==> src/rtl/cpu_ctrl_pkg.sv <==
// Shared constants for the multi-cycle CPU controller: state encodings, opcodes, PC source codes.
// Pure declarations, no logic, no latency and no backpressure.
package cpu_ctrl_pkg;

    localparam logic [2:0] ST_IF    = 3'b000;
    localparam logic [2:0] ST_ID    = 3'b001;
    localparam logic [2:0] ST_EXE_M = 3'b010;
    localparam logic [2:0] ST_MEM   = 3'b011;
    localparam logic [2:0] ST_WB_L  = 3'b100;
    localparam logic [2:0] ST_EXE_B = 3'b101;
    localparam logic [2:0] ST_EXE_R = 3'b110;
    localparam logic [2:0] ST_WB_R  = 3'b111;

    localparam logic [5:0] OP_ADD  = 6'b000000;
    localparam logic [5:0] OP_SUB  = 6'b000001;
    localparam logic [5:0] OP_ADDI = 6'b000010;
    localparam logic [5:0] OP_ORI  = 6'b010010;
    localparam logic [5:0] OP_AND  = 6'b010001;
    localparam logic [5:0] OP_SW   = 6'b110000;
    localparam logic [5:0] OP_LW   = 6'b110001;
    localparam logic [5:0] OP_BEQ  = 6'b110100;
    localparam logic [5:0] OP_BNE  = 6'b110101;
    localparam logic [5:0] OP_J    = 6'b111000;

    localparam logic [1:0] PCSRC_PC4 = 2'b00;
    localparam logic [1:0] PCSRC_BR  = 2'b01;
    localparam logic [1:0] PCSRC_JMP = 2'b10;

    typedef struct packed {
        logic       pc_wre;
        logic       ir_wre;
        logic       reg_wre;
        logic       mem_rd;
        logic       mem_wr;
        logic [1:0] pc_src;
        logic       alu_src_b;
        logic       wr_reg_d_src;
        logic       reg_dst;
    } ctrl_t;

endpackage

==> src/rtl/state_reg.sv <==
// 3-bit controller state register, asynchronously cleared to IF.
// One-cycle latency from state_d_i to state_q_o, no backpressure.
module state_reg
    import cpu_ctrl_pkg::*;
(
    input  logic       clk_i,
    input  logic       rst_ni,
    input  logic [2:0] state_d_i,
    output logic [2:0] state_q_o
);

    logic [2:0] state_q;

    always_ff @(posedge clk_i or negedge rst_ni) begin
        if (!rst_ni) begin
            state_q <= ST_IF;
        end else begin
            state_q <= state_d_i;
        end
    end

    assign state_q_o = state_q;

endmodule

==> src/rtl/multi_cycle_ctrl.sv <==
// Multi-cycle CPU controller: registered state, control outputs decoded combinationally from state/opcode/zero.
// One state per clock, no backpressure; HALT_OP parks the FSM in ID until reset.
module multi_cycle_ctrl
    import cpu_ctrl_pkg::*;
#(
    parameter logic [5:0] HALT_OP = 6'b111111
) (
    input  logic       CLK,
    input  logic       RST,
    input  logic [5:0] opcode,
    input  logic       zero,
    output logic [2:0] state,
    output logic       PCWre,
    output logic       IRWre,
    output logic       RegWre,
    output logic       mRD,
    output logic       mWR,
    output logic [1:0] PCSrc,
    output logic       ALUSrcB,
    output logic       WrRegDSrc,
    output logic       RegDst
);

    logic [2:0] state_d;
    logic [2:0] state_q;
    ctrl_t      ctrl;

    logic is_halt, is_rrr, is_imm, is_alu, is_lw, is_sw, is_mem;
    logic is_beq, is_bne, is_br, is_j;

    // HALT_OP takes priority so a colliding parameter value can never start an instruction.
    assign is_halt = (opcode == HALT_OP);
    assign is_rrr  = !is_halt && (opcode == OP_ADD || opcode == OP_SUB || opcode == OP_AND);
    assign is_imm  = !is_halt && (opcode == OP_ADDI || opcode == OP_ORI);
    assign is_alu  = is_rrr || is_imm;
    assign is_lw   = !is_halt && (opcode == OP_LW);
    assign is_sw   = !is_halt && (opcode == OP_SW);
    assign is_mem  = is_lw || is_sw;
    assign is_beq  = !is_halt && (opcode == OP_BEQ);
    assign is_bne  = !is_halt && (opcode == OP_BNE);
    assign is_br   = is_beq || is_bne;
    assign is_j    = !is_halt && (opcode == OP_J);

    state_reg u_state_reg (
        .clk_i     (CLK),
        .rst_ni    (RST),
        .state_d_i (state_d),
        .state_q_o (state_q)
    );

    always_comb begin
        state_d = ST_IF;
        case (state_q)
            ST_IF:    state_d = ST_ID;
            ST_ID: begin
                if (is_halt)     state_d = ST_ID;
                else if (is_alu) state_d = ST_EXE_R;
                else if (is_mem) state_d = ST_EXE_M;
                else if (is_br)  state_d = ST_EXE_B;
                else             state_d = ST_IF;
            end
            ST_EXE_R: state_d = ST_WB_R;
            ST_WB_R:  state_d = ST_IF;
            ST_EXE_B: state_d = ST_IF;
            ST_EXE_M: state_d = ST_MEM;
            ST_MEM:   state_d = is_lw ? ST_WB_L : ST_IF;
            ST_WB_L:  state_d = ST_IF;
            default:  state_d = ST_IF;
        endcase
    end

    always_comb begin
        ctrl           = '0;
        ctrl.pc_src    = PCSRC_PC4;
        ctrl.alu_src_b = is_imm || is_mem;
        ctrl.reg_dst   = is_rrr;
        case (state_q)
            ST_IF: ctrl.ir_wre = 1'b1;
            ST_ID: begin
                // J and undefined opcodes retire here; halt holds the PC.
                ctrl.pc_wre = !is_halt && !is_alu && !is_mem && !is_br;
                if (is_j) ctrl.pc_src = PCSRC_JMP;
            end
            ST_EXE_B: begin
                ctrl.pc_wre = 1'b1;
                if ((is_beq && zero) || (is_bne && !zero)) ctrl.pc_src = PCSRC_BR;
            end
            ST_MEM: begin
                ctrl.mem_rd = is_lw;
                ctrl.mem_wr = is_sw;
                ctrl.pc_wre = is_sw;
            end
            ST_WB_R: begin
                ctrl.pc_wre  = 1'b1;
                ctrl.reg_wre = is_alu;
            end
            ST_WB_L: begin
                ctrl.pc_wre       = 1'b1;
                ctrl.reg_wre      = is_lw;
                ctrl.wr_reg_d_src = 1'b1;
            end
            default: ;
        endcase
    end

    assign state     = state_q;
    assign PCWre     = ctrl.pc_wre;
    assign IRWre     = ctrl.ir_wre;
    assign RegWre    = ctrl.reg_wre;
    assign mRD       = ctrl.mem_rd;
    assign mWR       = ctrl.mem_wr;
    assign PCSrc     = ctrl.pc_src;
    assign ALUSrcB   = ctrl.alu_src_b;
    assign WrRegDSrc = ctrl.wr_reg_d_src;
    assign RegDst    = ctrl.reg_dst;

endmodule

==> config.mk <==
export PLATFORM = sky130hd
export DESIGN_NAME = multi_cycle_ctrl
export DESIGN_NICKNAME = d
export VERILOG_FILES = /design/src/rtl/cpu_ctrl_pkg.sv /design/src/rtl/state_reg.sv /design/src/rtl/multi_cycle_ctrl.sv
export SDC_FILE = /design/constraint.sdc
export NUM_CORES = 1
export LEC_CHECK = 0
export ABC_AREA = 0
export CORE_AREA = 2 2 39 41
export CTS_CLUSTER_SIZE = 8
export DETAILED_ROUTE_END_ITERATION = 10
export DIE_AREA = 0 0 41 43
export PLACE_DENSITY_LB_ADDON = 0.08
export SLEW_MARGIN = 15
export SYNTH_ARGS = -nofsm -noshare
export SYNTH_HDL_FRONTEND = slang
export SYNTH_SLANG_ARGS = --single-unit
==> constraint.sdc <==
create_clock -name CLK -period 1.3 [get_ports CLK]
set_input_delay 0.195 -clock CLK [delete_from_list [all_inputs] [get_ports CLK]]
set_output_delay 0.195 -clock CLK [all_outputs]
set_load 0.1 [all_outputs]
### Word-level counts from Yosys, hierarchy flattened

Index checks and enable logic that the tools add are counted.

* bits in registers: 3
* input bits: 9
* output and inout port bits: 13
* logic and storage cells: 60

* eq/ne operators: 17
* mux-type cells: 14
* reductions and logical operators: 28

Operators by type and width (number)
* == test 6 bit (second input constant): 6
* case mux 3 bit (6 select lines): 1
* 2-to-1 mux 3 bit: 5
* == test 3 bit (second input constant): 4
* == test 6 x 5 -> 1 bit (second input constant): 2
* logical AND 1 bit: 12
* logical OR 1 bit: 8
* == test 3 x 2 -> 1 bit (second input constant): 2
* == test 6 x 1 -> 1 bit (second input constant): 1
* == test 6 x 2 -> 1 bit (second input constant): 1
* logical NOT 6 bit: 1
* logical NOT 1 bit: 5
* 2-to-1 mux 2 bit: 2
* case mux 2 bit (2 select lines): 1
* == test 3 x 1 -> 1 bit (second input constant): 1
* logical NOT 3 bit: 1
* 2-to-1 mux 1 bit: 3
* case mux 1 bit (3 select lines): 1
* OR reduction 3 bit: 1
* case mux 1 bit (2 select lines): 1

### Depth between registers and ports, before layout

Gate-level depths: netlist (run 1).

* depth after elaboration: 10
* mapped depth: 5
* depth with buffers taken out: 4

### Hierarchy

A second synthesis (run 1) with hierarchy kept.

* cells, all modules: 55
* area, all modules: 440.4 um^2

Modules (own cells, without submodules)
* multi_cycle_ctrl: instances 1, cells each 52, area an instance 365.4 um^2
* state_reg: instances 1, cells each 3, area an instance 75.1 um^2

### Worst setup path after synthesis (run 1)

No wires, ideal clock.

* kind: input port to output port
* start point: input opcode[1]
* end point: output RegDst
* arrival: 5.131 ns
* setup slack: -4.026 ns
* stages: 2
* path buffers: 0
* path through: or2_1 > a2111oi_0

* word-level cells in the longest chain between the ends: 4
* elaborated cells on any way between the ends: 8
* classes of those cells: 3 x eq/ne; 5 x reduce/logical

RTL lines
* start, declared: RTL line multi_cycle_ctrl.sv:10 `input logic [5:0] opcode,`
* == test 6 x 1 -> 1 bit or logical NOT 6 bit (tied branches): RTL line multi_cycle_ctrl.sv:33 `assign is_rrr = !is_halt && (opcode == OP_ADD || opcode == OP_SUB || opcode == OP_AND);`
* logical OR 1 bit (2 in a row): RTL line multi_cycle_ctrl.sv:33
* logical AND 1 bit *: RTL line multi_cycle_ctrl.sv:33
* end, declared: RTL line multi_cycle_ctrl.sv:21 `output logic RegDst`

Mark *: on every way between the ends. The rest lies on a longest branch, timed or not.

### Worst setup path in the final report (run 1)

* start point: register u_state_reg.state_q[1] (netlist: u_state_reg.state_q_o[1])
* end point: output PCWre

* word-level cells in the longest chain between the ends: 3
* elaborated cells on any way between the ends: 7
* classes of those cells: 5 x eq/ne; 1 x mux; 1 x reduce/logical

RTL lines
* start, declared: RTL line state_reg.sv:12 `logic [2:0] state_q;`
* start signal, assigned: RTL line state_reg.sv:18 `state_q <= state_d_i;`
* == test 3 bit: RTL line multi_cycle_ctrl.sv:77 `case (state_q)`
* OR reduction 3 bit (no line)
* case mux 1 bit (3 select lines) *: RTL line multi_cycle_ctrl.sv:77
* end, declared: RTL line multi_cycle_ctrl.sv:13 `output logic PCWre,`

Marks and branches as above.

==> results of run 1 <==
layout make-up:
| type | instances | share of cell area |
|---|---|---|
| sequential | 3 | 0.06998 |
| inverter | 2 | 0.006085 |
| tap | 16 | 0.01623 |
| timing repair buffer | 51 | 0.4817 |
| clock buffer | 4 | 0.02130 |
| multi-input combinational | 48 | 0.4047 |
worst max path at each step:
stage                                         from  endpoint
after floorplan           u_state_reg.state_q_o[2]     PCWre
after global placement                   opcode[1]       mWR
after detailed placement                 opcode[0]  PCSrc[0]
after CTS                 u_state_reg.state_q_o[2]     PCWre
after global routing      u_state_reg.state_q_o[1]     PCWre
final                     u_state_reg.state_q_o[1]     PCWre
worst reg2reg max path, delay by kind of cell (launching register included):
family,cells,cell delay (ns)
simple gates,2,0.28
flops,1,0.50
buf+inv,1,0.17
compound gates,1,0.26
per-stage QoR:
step / total power [uW] / setup slack, ns / setup TNS, ns / std cells / util
finish: 1808 / -0.4744 / -2.730 / 124 / 0.8915
global route: 1872 / -0.5295 / -3.218 / 124 / 0.8915
CTS: 1723 / -0.4552 / -2.855 / 121 / 0.8418
detailed placement: 1419 / -0.6384 / -5.660 / 111 / 0.7043
global placement: 1408 / -0.6307 / -5.569 / 111 / 0.7043
floorplan: 927.9 / -1.452 / -10.62 / 57 / -
Yosys cell counts (all sizes together):
master / number
o211ai: 1
nor4bb: 1
xor2: 1
inv: 2
buf: 4
nand3b: 1
nor3b: 2
a21boi: 1
nand3: 5
or2b: 1
and3b: 1
nand2: 7
dfrtp: 3
nand2b: 1
o21ai: 4
o21a: 1
nor4b: 1
a21oi: 3
or2: 3
nor2: 6
nor4: 1
a211o: 2
nor3: 4
a2111oi: 1
kinds of logic (layout without fill, tap and decap cells):
kind of cell / count (synthesis) / after routing
buffers and inverters: 6 / 57
flip-flops: 3 / 3
AO/OA/AOI/OAI: 13 / 13
XOR/XNOR: 1 / 1
AND/OR/NAND/NOR: 34 / 34
layout by cell type (no fill, tap or decap), types with 2 or more instances in the layout:
cell type | synthesis | layout
a211o_1 | 2 | 2
a21oi_1 | 3 | 2
buf_12 | 0 | 13
buf_2 | 0 | 3
buf_4 | 3 | 22
buf_6 | 1 | 9
buf_8 | 0 | 2
clkbuf_4 | 0 | 3
dfrtp_4 | 0 | 3
inv_1 | 2 | 2
nand2_1 | 7 | 4
nand2_2 | 0 | 2
nand3_1 | 5 | 2
nand3_2 | 0 | 2
nor2_1 | 6 | 3
nor2_4 | 0 | 3
nor3_4 | 0 | 3
nor3b_4 | 0 | 2
o21ai_0 | 3 | 2
o21ai_2 | 0 | 2
or2_4 | 0 | 2
layer usage:
layer / GRT usage / share of wire
met1: 0.3192 / 0.39
met2: 0.4000 / 0.49
met3: 0.1047 / 0.061
met4: 0.08000 / 0.059
met5: 0 / 0
repair_timing:
item / 4_1_cts / 5_1_grt
setup buffers: 7 / 4
setup endpoints to repair: 13 / 13
pin swaps: 14 / 8
resized for setup: 52 / 15
cloned: 0 / 0
hold buffers: 0 / 0
power groups by stage:
stage | sequential [uW] | clock, uW | combinational (uW)
after floorplan | 354 | 0 | 574
after global placement | 176 | 0 | 1230
after detailed placement | 175 | 0 | 1240
after CTS | 183 | 173 | 1370
after global routing | 181 | 188 | 1500
final | 180 | 170 | 1460
==> reports/metrics.cfg, run 1 <==
[routing]
antenna_left = 0
drc_errors = 0
viasPerCell = 5.476
wl_per_cell_um = 16.54
drt_first_pass_iters = 4
vias = 679
drt_iter0_drc = 30
routed_wirelength_mm = 2.051

[power_and_ir_drop]
swShare = 0.5218
pwr-share-clk = 0.094
leakage_uw = 0.0005258
pwr-share-seq = 0.100
p_sw_uw = 943.4
pwr-share-comb = 0.806
peakVddDrop_v = 0.002347
powerDensity_nw_per_um2 = 1465
p_int_uw = 864.5

[synthesis]
synth-simple-area-share = 0.4798
synth_top_area_share = 0.1869
synth_cell_type_count = 29
avgSynthCellArea_um2 = 7.046
ys_seq_area_frac = 0.1869
postSynthCellCount = 57
synth_compound_gate_area_share = 0.2087
synth_fp_nets = 66
synthXorXnorAreaFrac = 0.02181
synth_area_leaders = dfrtp_1 19%, nand2_1 6.5%, nand3_1 6.2%
synth_fa_ha_area_frac = 0
syn_area_um2 = 401.6
synth_top_family_by_area = simple AND/OR/NAND/NOR gates
synth_seq_cells = 3
yosys_warnings = 0
yosys.area.top_type = dfrtp_1
synthMuxAreaShare = 0

[setup_path]
end_kind = primary output
crit_slowest_cell = dfrtp_4
cp_num_buf_inv = 1
crit_arrival_ns = 1.58
ff2ff_path_depth = 4
crit_type = reg -> out
r2r_end = u_state_reg.state_q_o[2]
crit_family = flip-flops
critPathMaxFanout = 4
startpoint_type = flop
worstReg2RegStart = u_state_reg.state_q_o[1]
critPathMaxStageDelay_ns = 0.50
worst-path-stages = 4
crit_chain = nor3b_4 -> o21ai_2 -> o211ai_1 -> buf_12
reg2reg_slack_ns = -0.03
critical_path_required_ns = 1.11

[layout]
num-fill-cells = 49
syn_to_final_growth_pct = 207.2
seqCellArea_um2 = 86.33
largest_reg_flops = 3
final_layout_size_suffix_gt1_frac = 0.7778
multi_input_area_um2 = 499.2
diodes = 0
design_area_um2 = 1234
final_nets = 118

[grt]
overflow = 0
grt_pass1_vias = 660
grt_util_all_layers = 0.2601
antenna_found_initial = 0
grt_pass1_wl_mm = 3.056
grt_max_degree = 9

[sta]
hold_viol = 0
whs_ns = 0.1503
fin_ws_ns = -0.4744
tightest_slew_ns = 0.2749
setup_viol = 10
rsz0062_at_grt = true
min_period_ns = 1.774
skew_ns = 0.003263
max_freq_mhz = 563.6
slew_headroom = 0.8159
fin_crit_sh = 1.365
slew_viol_final = 0

[floorplanning]
pin_count = 22
die_w_um = 41
die_h_um = 43
start_util = 0.2902
die-area_um2 = 1763
coreArea_um2 = 1384
row_count = 14

[placement]
hpwlAfterDp_mm = 1.114
portBuffers = 21
globalplace.congestion = 0.8786
placed_cell_area_um2 = 974.7

[clock_network]
clk_pin_slew_ns = 0.04
clk_latency_ns = 0.24
cts.sinks = 3
clockBufferDepth = 2
numCtsBuffers = 3
htree_levels = 1
ctsRootBufferMaster = clkbuf_4
cts_tree = yes

[run_status]
status = complete, but fails checks
violations = negative setup slack

[worst_hold_path]
hold_class = in -> async

[flow_run]
maxCapViolations = 0

Power figures use the tool's default switching activity.
==> inputs of run 2 (changes only) <==
Settings changed: SLEW_MARGIN 15 to default.
==> results of run 2 <==
Final layout, timing and power as in run 1 (identical DEF).
